==> config.mk <==
export PLATFORM = sky130hd
export DESIGN_NAME = mem_arbiter
export DESIGN_NICKNAME = d
export VERILOG_FILES = /design/src/rtl/mem_pkg.sv /design/src/rtl/mem_owner_fifo.sv /design/src/rtl/mem_arbiter.sv
export SDC_FILE = /design/constraint.sdc
export NUM_CORES = 1
export LEC_CHECK = 0
export ABC_AREA = 1
export BUFFER_PORTS_ARGS = -buffer_cell sky130_fd_sc_hd__buf_2
export CORE_AREA = 2 2 128 130
export DETAILED_ROUTE_END_ITERATION = 16
export DIE_AREA = 0 0 130 132
export SLEW_MARGIN = 20
export SYNTH_ARGS = -nofsm -noshare
export SYNTH_HDL_FRONTEND = slang
export SYNTH_SLANG_ARGS = --single-unit
==> constraint.sdc <==
create_clock -name clk -period 2.6 [get_ports clk]
set_input_delay 0.52 -clock clk [delete_from_list [all_inputs] [get_ports clk]]
set_output_delay 0.52 -clock clk [all_outputs]
set_load 0.02 [all_outputs]
==> src/rtl/mem_pkg.sv <==
// Shared memory-subsystem types: request/response packet, access type and
// the port id used by the request arbiter.
package mem_pkg;

  typedef enum logic [0:0] {
    READ  = 1'b0,
    WRITE = 1'b1
  } mem_type_t;

  typedef struct packed {
    mem_type_t   mtype;
    logic [15:0] addr;
    logic [3:0]  len;
    logic [31:0] data;
  } mem_pkt_t;

  typedef logic mem_port_id_t;

  localparam int MEM_ARB_DEPTH = 4;

endpackage

==> src/rtl/mem_owner_fifo.sv <==
// Synchronous FIFO recording which port owns each outstanding request.
// Push is ignored when full and pop is ignored when empty; no bypass.
module mem_owner_fifo #(
  parameter int WIDTH = 1,
  parameter int DEPTH = 4
) (
  input  logic             clk,
  input  logic             rst_n,
  input  logic             push,
  input  logic             pop,
  input  logic [WIDTH-1:0] wdata,
  output logic [WIDTH-1:0] rdata,
  output logic             full,
  output logic             empty
);

  localparam int PW = $clog2(DEPTH);
  localparam logic [PW-1:0] PTR_ONE   = {{(PW-1){1'b0}}, 1'b1};
  localparam logic [PW:0]   CNT_ONE   = {{PW{1'b0}}, 1'b1};
  localparam logic [PW:0]   CNT_DEPTH = (PW+1)'(DEPTH);

  logic [WIDTH-1:0] mem_r [DEPTH];
  logic [PW-1:0]    wr_ptr_r;
  logic [PW-1:0]    rd_ptr_r;
  logic [PW:0]      count_r;
  logic             push_s;
  logic             pop_s;

  assign full   = (count_r == CNT_DEPTH);
  assign empty  = (count_r == '0);
  assign push_s = push && !full;
  assign pop_s  = pop && !empty;
  assign rdata  = mem_r[rd_ptr_r];

  // Storage, pointers (wrap naturally) and occupancy count
  always_ff @(posedge clk or negedge rst_n) begin
    if (!rst_n) begin
      for (int i = 0; i < DEPTH; i++) mem_r[i] <= '0;
      wr_ptr_r <= '0;
      rd_ptr_r <= '0;
      count_r  <= '0;
    end else begin
      if (push_s) begin
        mem_r[wr_ptr_r] <= wdata;
        wr_ptr_r        <= wr_ptr_r + PTR_ONE;
      end
      if (pop_s) begin
        rd_ptr_r <= rd_ptr_r + PTR_ONE;
      end
      case ({push_s, pop_s})
        2'b10:   count_r <= count_r + CNT_ONE;
        2'b01:   count_r <= count_r - CNT_ONE;
        default: count_r <= count_r;
      endcase
    end
  end

endmodule

==> src/rtl/mem_arbiter.sv <==
// Round-robin two-port arbiter in front of memory_model; responses are
// steered back to the issuing port using an in-order owner FIFO.
module mem_arbiter
  import mem_pkg::*;
#(
  parameter int DEPTH = MEM_ARB_DEPTH
) (
  input  logic     clk,
  input  logic     rst_n,
  input  logic     req0_vld,
  output logic     req0_rdy,
  input  mem_pkt_t req0_pkt,
  input  logic     req1_vld,
  output logic     req1_rdy,
  input  mem_pkt_t req1_pkt,
  output logic     mem_req_vld,
  input  logic     mem_req_rdy,
  output mem_pkt_t mem_req_pkt,
  input  logic     mem_resp_vld,
  output logic     mem_resp_rdy,
  input  mem_pkt_t mem_resp_pkt,
  output logic     resp0_vld,
  input  logic     resp0_rdy,
  output mem_pkt_t resp0_pkt,
  output logic     resp1_vld,
  input  logic     resp1_rdy,
  output mem_pkt_t resp1_pkt
);

  mem_port_id_t grant_s;
  mem_port_id_t last_grant_r;
  mem_port_id_t lock_grant_r;
  logic         lock_r;
  logic         gnt_vld_s;
  logic         push_s;
  logic         pop_s;
  logic         fifo_full_s;
  logic         fifo_empty_s;
  mem_port_id_t head_s;

  // Grant select: a stalled beat keeps its port, otherwise round-robin
  always_comb begin
    grant_s = 1'b0;
    if (lock_r) begin
      grant_s = lock_grant_r;
    end else if (req0_vld && req1_vld) begin
      grant_s = ~last_grant_r;
    end else if (req1_vld) begin
      grant_s = 1'b1;
    end else begin
      grant_s = 1'b0;
    end
  end

  assign gnt_vld_s   = grant_s ? req1_vld : req0_vld;
  assign mem_req_vld = gnt_vld_s && !fifo_full_s;
  assign mem_req_pkt = grant_s ? req1_pkt : req0_pkt;
  assign req0_rdy    = !grant_s && req0_vld && mem_req_rdy && !fifo_full_s;
  assign req1_rdy    = grant_s && req1_vld && mem_req_rdy && !fifo_full_s;
  assign push_s      = mem_req_vld && mem_req_rdy;

  // Responses go to the owner at the FIFO head; nothing is routed when empty
  assign resp0_vld    = mem_resp_vld && !fifo_empty_s && !head_s;
  assign resp1_vld    = mem_resp_vld && !fifo_empty_s && head_s;
  assign mem_resp_rdy = !fifo_empty_s && (head_s ? resp1_rdy : resp0_rdy);
  assign pop_s        = mem_resp_vld && mem_resp_rdy;
  assign resp0_pkt    = mem_resp_pkt;
  assign resp1_pkt    = mem_resp_pkt;

  // Round-robin history and stall lock
  always_ff @(posedge clk or negedge rst_n) begin
    if (!rst_n) begin
      last_grant_r <= 1'b1;
      lock_r       <= 1'b0;
      lock_grant_r <= 1'b0;
    end else begin
      lock_r       <= mem_req_vld && !mem_req_rdy;
      lock_grant_r <= grant_s;
      if (push_s) begin
        last_grant_r <= grant_s;
      end else begin
        last_grant_r <= last_grant_r;
      end
    end
  end

  mem_owner_fifo #(
    .WIDTH (1),
    .DEPTH (DEPTH)
  ) u_owner_fifo (
    .clk   (clk),
    .rst_n (rst_n),
    .push  (push_s),
    .pop   (pop_s),
    .wdata (grant_s),
    .rdata (head_s),
    .full  (fifo_full_s),
    .empty (fifo_empty_s)
  );

  a_resp_when_empty: assert property (@(posedge clk) disable iff (!rst_n)
    !(mem_resp_vld && fifo_empty_s));

endmodule

# Word-level counts from Yosys, hierarchy flattened
# Index checks and enable logic that the tools add are counted.
# word_totals
ff_bits	14
word_cells	61
out_inout_bits	165
# op_classes
reduce_logical	25
eq_ne	3
add_sub_neg	4
mux	13
bitwise	3
magnitude_cmp	3
# ops
op	count
53-bit 2-to-1 mux	1
1-bit logical AND	18
1-bit 2-to-1 mux	8
3-bit >= comparator (second input constant)	2
2-bit inverter with 3-bit output	2
3-bit one-hot mux with 2 select lines	1
1-bit logical NOT	5
2-bit by 1-bit adder with 2-bit output (second input constant)	2
4-bit bitwise mux	1
3-bit by 1-bit adder with 3-bit output (second input constant)	1
3-bit == test (second input constant)	1
3-bit logical NOT	1
3-bit by 1-bit < comparator with 1-bit output (second input constant)	1
3-bit by 1-bit subtractor with 3-bit output (second input constant)	1
1-bit binary-select mux with 2-bit select	1
1-bit demux with 2-bit select	1
2-bit by 1-bit == test with 1-bit output (second input constant)	1
2-bit == test (second input constant)	1
2-bit nonzero test	1
1-bit inverter	1

# Longest topological paths before layout
# Gate-level depths: netlist (run 1).
# depth
depth_word	10
depth_mapped	14
ltp_nobuf	14

# Modules after synthesis
# From an unflattened synthesis (run 1), not the netlist that was laid out.
# unflattened
cells_unflattened	397
area_unflattened_um2	2524.9
# by_module_without_submodules
module	area_each_um2	seq_area_each_um2	instances	cells_per_inst
mem_arbiter	1856.8	76.3	1	314
mem_owner_fifo	668.1	275.3	1	83

# Least setup slack after synthesis (run 1)
# Ideal clock, no wire load.
# synth_path
path_kind	input to register
from	input port req0_vld
to	register u_owner_fifo.count_r[2]
slack_ps	476
arrival_ps	1993
setup_ps	131
stages	13
path_buffers	0
path_cell_list	nand2_1 -> nand3_2 -> nand2_4 -> nand2_2 -> nand2_2 -> inv_4 -> nand2_4 -> ha_1 -> inv_1 -> fa_1 -> a21oi_1 -> o21ai_0 -> xor2_1
# synth_between
elab_chain_len	9
elab_cells_between_ends	11
cone_classes	eq/ne (2); mux (4); reduce/logical (5)
# synth_rtl
item	line_no	source
from (decl)	mem_arbiter.sv:10	input logic req0_vld,
1-bit logical AND	mem_arbiter.sv:46	end else if (req0_vld && req1_vld) begin
1-bit 2-to-1 mux	mem_arbiter.sv:46	
1-bit 2-to-1 mux	mem_arbiter.sv:44	if (lock_r) begin
1-bit 2-to-1 mux (*)	mem_arbiter.sv:55	assign gnt_vld_s = grant_s ? req1_vld : req0_vld;
1-bit logical AND (*)	mem_arbiter.sv:56	assign mem_req_vld = gnt_vld_s && !fifo_full_s;
1-bit logical AND (*)	mem_arbiter.sv:60	assign push_s = mem_req_vld && mem_req_rdy;
1-bit logical AND (*)	mem_owner_fifo.sv:31	assign push_s = push && !full;
2-bit by 1-bit == test with 1-bit output or 2-bit == test (tied branches)	mem_owner_fifo.sv:50	case ({push_s, pop_s})
3-bit one-hot mux with 2 select lines or 2-bit nonzero test (tied branches)	--	
to (signal assigned)	mem_owner_fifo.sv:51	2'b10: count_r <= count_r + CNT_ONE;
to (signal assigned)	mem_owner_fifo.sv:52	2'b01: count_r <= count_r - CNT_ONE;
to (signal assigned)	mem_owner_fifo.sv:53	default: count_r <= count_r;
to (decl)	mem_owner_fifo.sv:25	logic [PW:0] count_r;
# Mark *: on every way between the ends. The rest lies on a longest branch, timed or not.
# A chain may end at the register's enable or synchronous reset.

# Worst setup path in the final report (run 1)
# layout_path
from	register last_grant_r
to	register u_owner_fifo.count_r[2]
# layout_between
elab_chain_len	9
elab_cells_between_ends	11
cone_classes	eq/ne (2); mux (4); bitwise (1); reduce/logical (4)
# layout_rtl
item	line_no	source
from (decl)	mem_arbiter.sv:31	mem_port_id_t last_grant_r;
from (signal assigned)	mem_arbiter.sv:80	last_grant_r <= grant_s;
from (signal assigned)	mem_arbiter.sv:82	last_grant_r <= last_grant_r;
1-bit inverter (*)	mem_arbiter.sv:47	grant_s = ~last_grant_r;
1-bit 2-to-1 mux (*)	mem_arbiter.sv:46	
1-bit 2-to-1 mux (*)	mem_arbiter.sv:44	
1-bit 2-to-1 mux (*)	mem_arbiter.sv:55	
1-bit logical AND (*)	mem_arbiter.sv:56	
1-bit logical AND (*)	mem_arbiter.sv:60	
1-bit logical AND (*)	mem_owner_fifo.sv:31	
2-bit by 1-bit == test with 1-bit output or 2-bit == test (tied branches)	mem_owner_fifo.sv:50	
3-bit one-hot mux with 2 select lines or 2-bit nonzero test (tied branches)	--	
# Marks and branches as above.

==> results of run 1 <==
## logic make-up (layout without fill, tap and decap cells)
family / after synthesis / count (layout) / synth area share (%)
AND/OR/NAND/NOR: 218 / 218 / 39.7
AO/OA/AOI/OAI: 5 / 5 / 1.07
buffers and inverters: 135 / 196 / 39.6
XOR/XNOR: 3 / 3 / 1.12
adder cells (fa/ha/maj): 6 / 6 / 3.52
flip-flops: 14 / 14 / 15.0
## synthesized netlist by cell type, drive strengths merged
master  count
nor4        1
xor2        2
buf       115
nand4      10
o21ai       3
dfstp       1
xnor2       1
nor3        3
nor2        4
ha          5
clkbuf      3
dfrtp      13
fa          1
a21oi       2
nand2     192
inv        17
nand3       8
## state kept, by name (all words and copies together) (netlist names)
| signal | count |
|---|---|
| u_owner_fifo.mem_r | 4 |
| u_owner_fifo.count_r | 3 |
| u_owner_fifo.rd_ptr_r | 2 |
| u_owner_fifo.wr_ptr_r | 2 |
| last_grant_r | 1 |
| lock_grant_r | 1 |
| lock_r | 1 |
## cell type report
cell class	count	share of cell area, %
multi-input combinational	232	38.9
clock buffer	4	3.24
timing repair buffer	175	32.7
inverter	17	2.42
tap	216	9.87
sequential	14	12.8
## power groups by stage
| stage | Clock, mW | Sequential [mW] | Combinational, mW |
|---|---|---|---|
| 6_report | 0.319 | 0.421 | 1.75 |
| 5_1_grt | 0.342 | 0.436 | 1.94 |
| 4_1_cts | 0.329 | 0.421 | 1.77 |
| 3_5_place_dp | 0 | 0.424 | 1.76 |
| 3_3_place_gp | 0 | 0.422 | 1.74 |
| 2_1_floorplan | 0 | 0.398 | 1.46 |
## worst paths after layout
| path | to | start | slack (ps) |
|---|---|---|---|
| max | u_owner_fifo.count_r[2] | last_grant_r | 390 |
| min | lock_grant_r | rst_n | 170 |
| max reg2reg | u_owner_fifo.count_r[2] | last_grant_r | 390 |
| min reg2reg | last_grant_r | last_grant_r | 470 |
| max in group asynchronous | last_grant_r | rst_n | 2140 |
| min in group clk | lock_r | mem_req_rdy | 460 |
## metrics by stage
stage / hold WS [ps] / power, mW
2_1_floorplan: 224 / 1.85
3_3_place_gp: 435 / 2.17
3_5_place_dp: 435 / 2.18
4_1_cts: 173 / 2.52
5_1_grt: 183 / 2.72
6_report: 169 / 2.49
## routing by layer
metal  wire, um  up-vias  global-route usage [%]
li1           -     1175                       -
met1       2580      945                    7.67
met2       3470      190                    13.6
met3       1170       19                    4.38
met4        147        0                    2.21
met5          0        -                       0
==> metrics.txt, run 1 <==
post-route setup TNS=0 ps; DR DRC count=0; max_slew headroom=77.5%; synthesized flop and latch total=14; FF+latch area=352 um^2; crit path kind=flop to flop; cells after synthesis=381; CTS tree=built; Synth Area per Inst=6.16 um^2; power density cells=908 nW/um^2; Area growth syn-to-layout=16.7%; Crit. End Element=flop; fin crit period=2210 ps; sequential power share=16.9%; pins over their slew limit=0; post-route cell area=2740 um^2; average vias per placed instance=3.54; first drt pass iteration count=4; clock skew=1.39 ps; FF-to-FF path depth=12; H-Tree Depth=1; setup repair after global routing missed its margin=false; starting density of the core=14.9%; vias in the first global route=2032; clock-pin slew on the worst setup and hold paths=50 ps; WP data arrival=2330 ps; cell taking the most area after synthesis=buf_4; total grt overflow=0; required time of the critical path=2720 ps; area taken by multi-input logic gates=1060 um^2; Cell Area, Synth=2350 um^2; status=complete, no violations; power share of the combinational group=70.2%; VDD IR-drop max=0.000257 V; DP Cell Count=654; largest net degree at the start of global routing=56; Tot GR Track Use=7.73%; Max Cap Viol=0; Tcrit/Tclk final=84.9%; Crit path depth=12; class of the most critical hold timing path=primary input to async pin; DRT antenna net count=0; Synth top area share=34.6%; syn_nets=554; share of cells above drive strength 1=44.3%; CP delay by family, top=flip-flops; Hold Buf Count CTS=0; Max Clk Rate=453 MHz; Ports=332; vias post-DR=2329; number of fillers in the final layout=1802; CP max stage cell=dfstp_2; Sw Share=53.8%; clock sinks=14; core area=15700 um^2; post-synth cell types=27; Area after DPL=2650 um^2; Internal Power=1.15 mW; commonest cells after routing, fill and taps aside=nand2_1 (185), buf_2 (172), inv_1 (15); clock insertion delay at the later pin of the skew report=240 ps; WL final=7370 um; most common cell after layout, fill and taps aside=nand2_1; fin nets=616; Slew @ Worst Pin=337 ps; PnR worst setup slack=393 ps; wire per inst=11.2 um; DIE WIDTH=130 um; WP buf/inv=2; deepest clock path buffer count=2; Root Buffer=clkbuf_16; Final setup viols=0; Critical Path Fanout Max=7; non-filler cells, final=658; Inserted Clock Buffers=3; CP Cell Sequence=nand2_1 -> nand3_2 -> nand3_2 -> nand2_2 -> inv_4 -> nand2_4 -> ha_1 -> inv_1 -> fa_1 -> a21oi_1 -> o21ai_0 -> xor2_1; PortBufs=172; clock share of power=12.8%; gp weighted congestion=0.847; antenna violations before repair=0; Leak=1.69 nW; 1st-iter DRT viols=38; DP HPWL=6270 um; Synth Warn #=0; Seq/Total Area, Yosys=15.0%; type of origin of the critical path=flop; Sw Pwr=1.34 mW; setup bufs post-CTS=0; cts repair resizes=0; first-pass GRT wire length=10500 um; top cells by area, synth=buf_4 (35%), nand2_1 (30%), dfrtp_1 (14%); Util after Layout=17.4%; die height=132 um; final hold vios=0; Diodes inserted=0; dpl ws=258 ps; die footprint=17200 um^2; Most common cell on crit path=nand3_2; Rows=46; slowest stage delay, CP=530 ps
No activity file was read; power rests on OpenSTA's default activity.
==> run 2, diff against run 1 <==
--- a/config.mk
+++ b/config.mk
@@ -7,9 +7,9 @@
 export LEC_CHECK = 0
 export ABC_AREA = 1
 export BUFFER_PORTS_ARGS = -buffer_cell sky130_fd_sc_hd__buf_2
-export CORE_AREA = 2 2 128 130
+export CORE_AREA = 2 2 130 132
 export DETAILED_ROUTE_END_ITERATION = 16
-export DIE_AREA = 0 0 130 132
+export DIE_AREA = 0 0 132 134
 export SLEW_MARGIN = 20
 export SYNTH_ARGS = -nofsm -noshare
 export SYNTH_HDL_FRONTEND = slang
==> constraint.sdc (replaced) <==
create_clock -name clk -period 1.8 [get_ports clk]
set_input_delay 0.36 -clock clk [delete_from_list [all_inputs] [get_ports clk]]
set_output_delay 0.36 -clock clk [all_outputs]
set_load 0.02 [all_outputs]
==> metrics.txt, run 2 (same netlist as run 1, synthesis figures left out) <==
first drt pass iteration count=5 (+1); violated checks=setup timing; wire per inst=13.4 um (+19%); power density cells=1360 nW/um^2 (+50%); die footprint=17700 um^2 (+3.1%); biggest regs=u_owner_fifo.mem_r (4), u_owner_fifo.count_r (3); PortBufs=172 (unchanged); max_slew headroom=78.3% (+0.72 points); final hold vios=0 (unchanged); Critical Path Fanout Max=7 (unchanged); most common cell after layout, fill and taps aside=buf_2; DP HPWL=6460 um (+3.1%); share of cells above drive strength 1=76.5% (+32 points); Worst R2R End=u_owner_fifo.count_r[2]; CTS tree=built; clock skew=3.23 ps (+1.83 ps); Ports=332 (unchanged); CP startpoint=last_grant_r; average vias per placed instance=3.65 (+3.1%); Max Cap Viol=0 (unchanged); Crit. End Element=output port; CP Capture Point=req1_rdy; DRT antenna net count=0 (unchanged); antenna violations before repair=0 (unchanged); r2r setup slk=-180 ps (-570 ps); required time of the critical path=1440 ps (-1280 ps); type of origin of the critical path=flop; Inserted Clock Buffers=3 (unchanged); Rows=47 (+2.2%); Hold Buf Count CTS=0 (unchanged); Final setup viols=58 (+58); setup repair after global routing missed its margin=true; total grt overflow=0 (unchanged); starting density of the core=14.4% (-0.53 points); Area after DPL=2870 um^2 (+8.2%); WP data arrival=1650 ps (-680 ps); commonest cells after routing, fill and taps aside=buf_2 (116), nand2_2 (70), nand2_1 (64); Slew @ Worst Pin=326 ps (-10.8 ps); R2R Path Start=lock_r; Root Buffer=clkbuf_16; Max Clk Rate=498 MHz; post-route cell area=4300 um^2 (+57%); clock-pin slew on the worst setup and hold paths=50 ps (about the same); Area growth syn-to-layout=83.4%; Diodes inserted=0 (unchanged); DR DRC count=0 (unchanged); Largest register FFs=4 (unchanged); FF-to-FF path depth=13 (+1); fin nets=660 (+7.1%); H-Tree Depth=1 (unchanged); Util after Layout=26.4% (+9.0 points); VDD IR-drop max=0.000514 V (+100%); fin crit period=2010 ps; deepest clock path buffer count=2 (unchanged); DIE WIDTH=132 um (+1.5%); class of the most critical hold timing path=primary input to async pin; Largest Register=u_owner_fifo.mem_r; largest net degree at the start of global routing=30 (-46%); die height=134 um (+1.5%); clock insertion delay at the later pin of the skew report=250 ps (about the same); crit path kind=flop to output port; Leak=2.33 nW (+38%); PnR worst setup slack=-209 ps (-602 ps); gp weighted congestion=0.780 (-7.9%); post-route setup TNS=-8940 ps (-8940 ps); Tcrit/Tclk final=112%; Tot GR Track Use=9.07% (+1.3 points); core area=16300 um^2 (+3.7%); status=complete, but fails checks; first-pass GRT wire length=12700 um (+21%); vias in the first global route=2512 (+24%); vias post-DR=2577 (+11%); 1st-iter DRT viols=75 (+97%); pins over their slew limit=0 (unchanged); WL final=9440 um (+28%); clock sinks=14 (unchanged)
run 2: cell types whose count changed in the layout (fill, tap and decap cells not counted), moves of 4 or more:
cell and change:
buf_12 +5, buf_2 -56, buf_4 +28, buf_6 +59, clkbuf_16 +4, nand2_1 -121, nand2_2 +65, nand2_4 +55
run 2: how the worst min path moves through the flow:
stage               startpoint               endpoint  slack [ps]  depth (start not counted)
detailed placement       rst_n  u_owner_fifo.mem_r[2]         280                          1
floorplan                rst_n           lock_grant_r          60                          0
global placement         rst_n  u_owner_fifo.mem_r[2]         280                          1
CTS                      rst_n  u_owner_fifo.mem_r[2]          10                          1
finish                   rst_n  u_owner_fifo.mem_r[1]           4                          1
global route             rst_n  u_owner_fifo.mem_r[2]          30                          1
run 2: cell type report:
| cell class | instances | area (um^2) |
|---|---|---|
| Timing Repair Buffer | 218 | 1760 |
| Inverter | 17 | 78.8 |
| Clock buffer | 4 | 88.8 |
| Timing Repair inverter | 1 | 16.3 |
| Fill cell | 1740 | 12000 |
| Sequential cell | 14 | 352 |
| Multi-Input combinational cell | 232 | 1730 |
| Tap cell | 220 | 275 |
run 2: metrics by stage:
step	cells	worst slack [ps]	power, mW	hold WS, ps
after floorplan	381	-164	2.73	64.4
after global placement	683	-182	3.50	277
after detailed placement	683	-202	3.51	278
after CTS	693	-179	4.86	14.1
after global routing	706	-314	6.28	31.5
final	706	-209	5.86	3.89
run 2: timing repair:
item	4_1_cts	5_1_grt
resized for setup	153	172
pin swaps	10	48
setup buffers	5	8
cloned	1	6
setup endpoints to repair	58	61
run 2: where the power goes:
group | internal [mW] | total (mW) | switching [mW]
sequential | 0.471 | 0.596 | 0.125
combinational | 2.30 | 4.79 | 2.49
clock | 0.337 | 0.476 | 0.139
total | 3.11 | 5.86 | 2.75
run 2: layer usage:
layer	vias to the layer above	GRT usage [%]	routed length [um]
met2	167	15.8	4840
met5	-	0	0
li1	1265	-	-
met1	1139	9.76	3440
met3	6	4.76	1100
met4	0	2.17	63
run 2: critical path: stages (launching register included):
cell,delay (ps)
dfstp_2,530
nand2_2,60
nand3_4,90
nand2_8,130
nand2_4,100
nand2_4,60
inv_4,60
nand2_4,50
buf_6,120
nor2_4,70
buf_6,120
==> run 3, diff against run 2 <==
--- a/config.mk
+++ b/config.mk
@@ -7,9 +7,10 @@
 export LEC_CHECK = 0
 export ABC_AREA = 1
 export BUFFER_PORTS_ARGS = -buffer_cell sky130_fd_sc_hd__buf_2
-export CORE_AREA = 2 2 130 132
+export CORE_AREA = 2 2 128 130
 export DETAILED_ROUTE_END_ITERATION = 16
-export DIE_AREA = 0 0 132 134
+export DIE_AREA = 0 0 130 132
+export PLACE_DENSITY = 0.55
 export SLEW_MARGIN = 20
 export SYNTH_ARGS = -nofsm -noshare
 export SYNTH_HDL_FRONTEND = slang
==> constraint.sdc (replaced) <==
create_clock -name clk -period 2 [get_ports clk]
set_input_delay 0.4 -clock clk [delete_from_list [all_inputs] [get_ports clk]]
set_output_delay 0.4 -clock clk [all_outputs]
set_load 0.02 [all_outputs]
==> metrics.txt, run 3 (same netlist as run 1, synthesis figures left out) <==
status=complete, but fails checks; violated checks=setup timing; required time of the critical path=1600 ps (+160 ps); CTS tree=built; biggest regs=u_owner_fifo.mem_r (4), u_owner_fifo.count_r (3); class of the most critical hold timing path=primary input to async pin; largest net degree at the start of global routing=37 (+23%); Area growth syn-to-layout=51.0%; final total power=4.37 mW (-25%); clock-pin slew on the worst setup and hold paths=50 ps (about the same); Largest register FFs=4 (unchanged); Rows=46 (-2.1%); most common cell after layout, fill and taps aside=nand2_1; max_slew headroom=77.6% (-0.65 points); VDD IR-drop max=0.000415 V (-19%); M1 wire length=3580 um (+4.0%); PnR worst setup slack=-40.0 ps (+169 ps); final hold vios=0 (unchanged); setup repair after global routing missed its margin=true; first-pass GRT wire length=13800 um (+8.3%); number of fillers in the final layout=1758 (+1.0%); WP data arrival=1640 ps (about the same); Slew @ Worst Pin=336 ps (+9.82 ps); DRT antenna net count=0 (unchanged); area taken by multi-input logic gates=1270 um^2 (-27%); Ports=332 (unchanged); Leak=1.99 nW (-15%); average vias per placed instance=3.56 (-2.4%); type of origin of the critical path=flop; H-Tree Depth=1 (unchanged); starting density of the core=14.9% (+0.53 points); clock share of power=9.7% (+1.6 points); Sw Pwr=2.10 mW (-24%); Sw Share=47.9% (+0.95 points); Tot GR Track Use=10.3% (+1.2 points); Critical Path Fanout Max=5 (-2); Most common cell on crit path=nand2_2; gp weighted congestion=0.792 (+1.6%); share of cells above drive strength 1=57.2% (-19 points); 1st-iter DRT viols=94 (+25%); CP Cell Sequence=nand2_2 -> nand3_4 -> nand2_4 -> buf_6 -> clkinv_8 -> buf_12 -> buf_16 -> nand2_2 -> nand2_2 -> buf_6; clock insertion delay at the later pin of the skew report=240 ps (about the same); DIE WIDTH=130 um (-1.5%); antenna violations before repair=0 (unchanged); power share of the combinational group=77.8% (-3.9 points); sequential power share=12.5% (+2.3 points); Diodes inserted=0 (unchanged); fin crit period=2040 ps; Internal Power=2.28 mW (-27%); vias in the first global route=2416 (-3.8%); DP HPWL=7100 um (+9.8%); Crit. End Element=output port; Final setup viols=28 (-52%); PortBufs=172 (unchanged); Max Cap Viol=0 (unchanged); WL final=9390 um (-0.60%); met3 WL=1120 um (+1.4%); dpl ws=-30.1 ps (+171 ps); Root Buffer=clkbuf_16; pins over their slew limit=0 (unchanged); die footprint=17200 um^2 (-3.0%); FF-to-FF path depth=13 (unchanged); core area=15700 um^2 (-3.5%); clock sinks=14 (unchanged); slowest stage delay, CP=530 ps (about the same); first drt pass iteration count=4 (-1); Tcrit/Tclk final=102%; fin nets=639 (-3.2%); WL met2=4680 um (-3.1%); wire per inst=13.8 um (+3.0%); die height=132 um (-1.5%); Max Clk Rate=490 MHz; CP delay by family, top=buffers and inverters; clock skew=6.71 ps (+3.48 ps); uppermost routed layer=met4; Hold Buf Count CTS=0 (unchanged); Crit path depth=10 (unchanged); total grt overflow=0 (unchanged); power density cells=1230 nW/um^2 (-9.4%); Inserted Clock Buffers=3 (unchanged); deepest clock path buffer count=2 (unchanged); DR DRC count=0 (unchanged); commonest cells after routing, fill and taps aside=nand2_1 (146), buf_2 (118), buf_6 (49); FF+latch area=352 um^2 (unchanged); crit path kind=flop to output port; WP buf/inv=5 (+2); vias post-DR=2426 (-5.9%); CP max stage cell=dfstp_2; Util after Layout=22.5% (-3.9 points); Largest Register=u_owner_fifo.mem_r
run 3: final cells by class:
| class | instances | share of cell area (%) |
|---|---|---|
| timing repair buffer | 198 | 41.9 |
| multi-input combinational | 232 | 35.9 |
| sequential | 14 | 9.93 |
| tap | 216 | 7.63 |
| clock buffer | 4 | 2.51 |
| inverter | 17 | 2.23 |
run 3: what timing repair did:
action | CTS | global route
setup endpoints to repair | 56 | 58
pin swaps | 9 | 13
gates cloned | 4 | 1
setup buffers | 4 | 1
resized for setup | 142 | 31
run 3: power groups by stage:
| stage | clock (mW) | sequential, mW | combinational [mW] |
|---|---|---|---|
| finish | 0.424 | 0.546 | 3.40 |
| global route | 0.442 | 0.570 | 3.71 |
| CTS | 0.433 | 0.546 | 3.36 |
| detailed placement | 0 | 0.544 | 2.49 |
| global placement | 0 | 0.542 | 2.49 |
| floorplan | 0 | 0.518 | 1.90 |
run 3: through the flow:
stage	instance area, um^2	std cells	hold WS [ps]	setup TNS, ps
after CTS	3460	681	65.0	-2040
after global placement	2790	669	326	-17.3
after detailed placement	2790	669	325	-30.1
final	3540	681	51.1	-494
after floorplan	2350	381	104	0
after global routing	3540	681	86.9	-4460
run 3: path summary, 6_finish.rpt:
| check | slack [ps] | to | startpoint |
|---|---|---|---|
| max | -40 | mem_req_pkt[50] | last_grant_r |
| min | 50 | u_owner_fifo.mem_r[0] | rst_n |
| max reg2reg | 10 | u_owner_fifo.count_r[2] | last_grant_r |
| min reg2reg | 480 | last_grant_r | last_grant_r |
| max in group asynchronous | 1660 | last_grant_r | rst_n |
| min in group clk | 330 | lock_r | mem_req_rdy |
run 3: per-layer routing:
layer,up-vias,track usage (%)
met1,1018,11.7
met3,2,5.28
met4,0,0.358
met5,-,0
li1,1224,-
met2,182,17.9
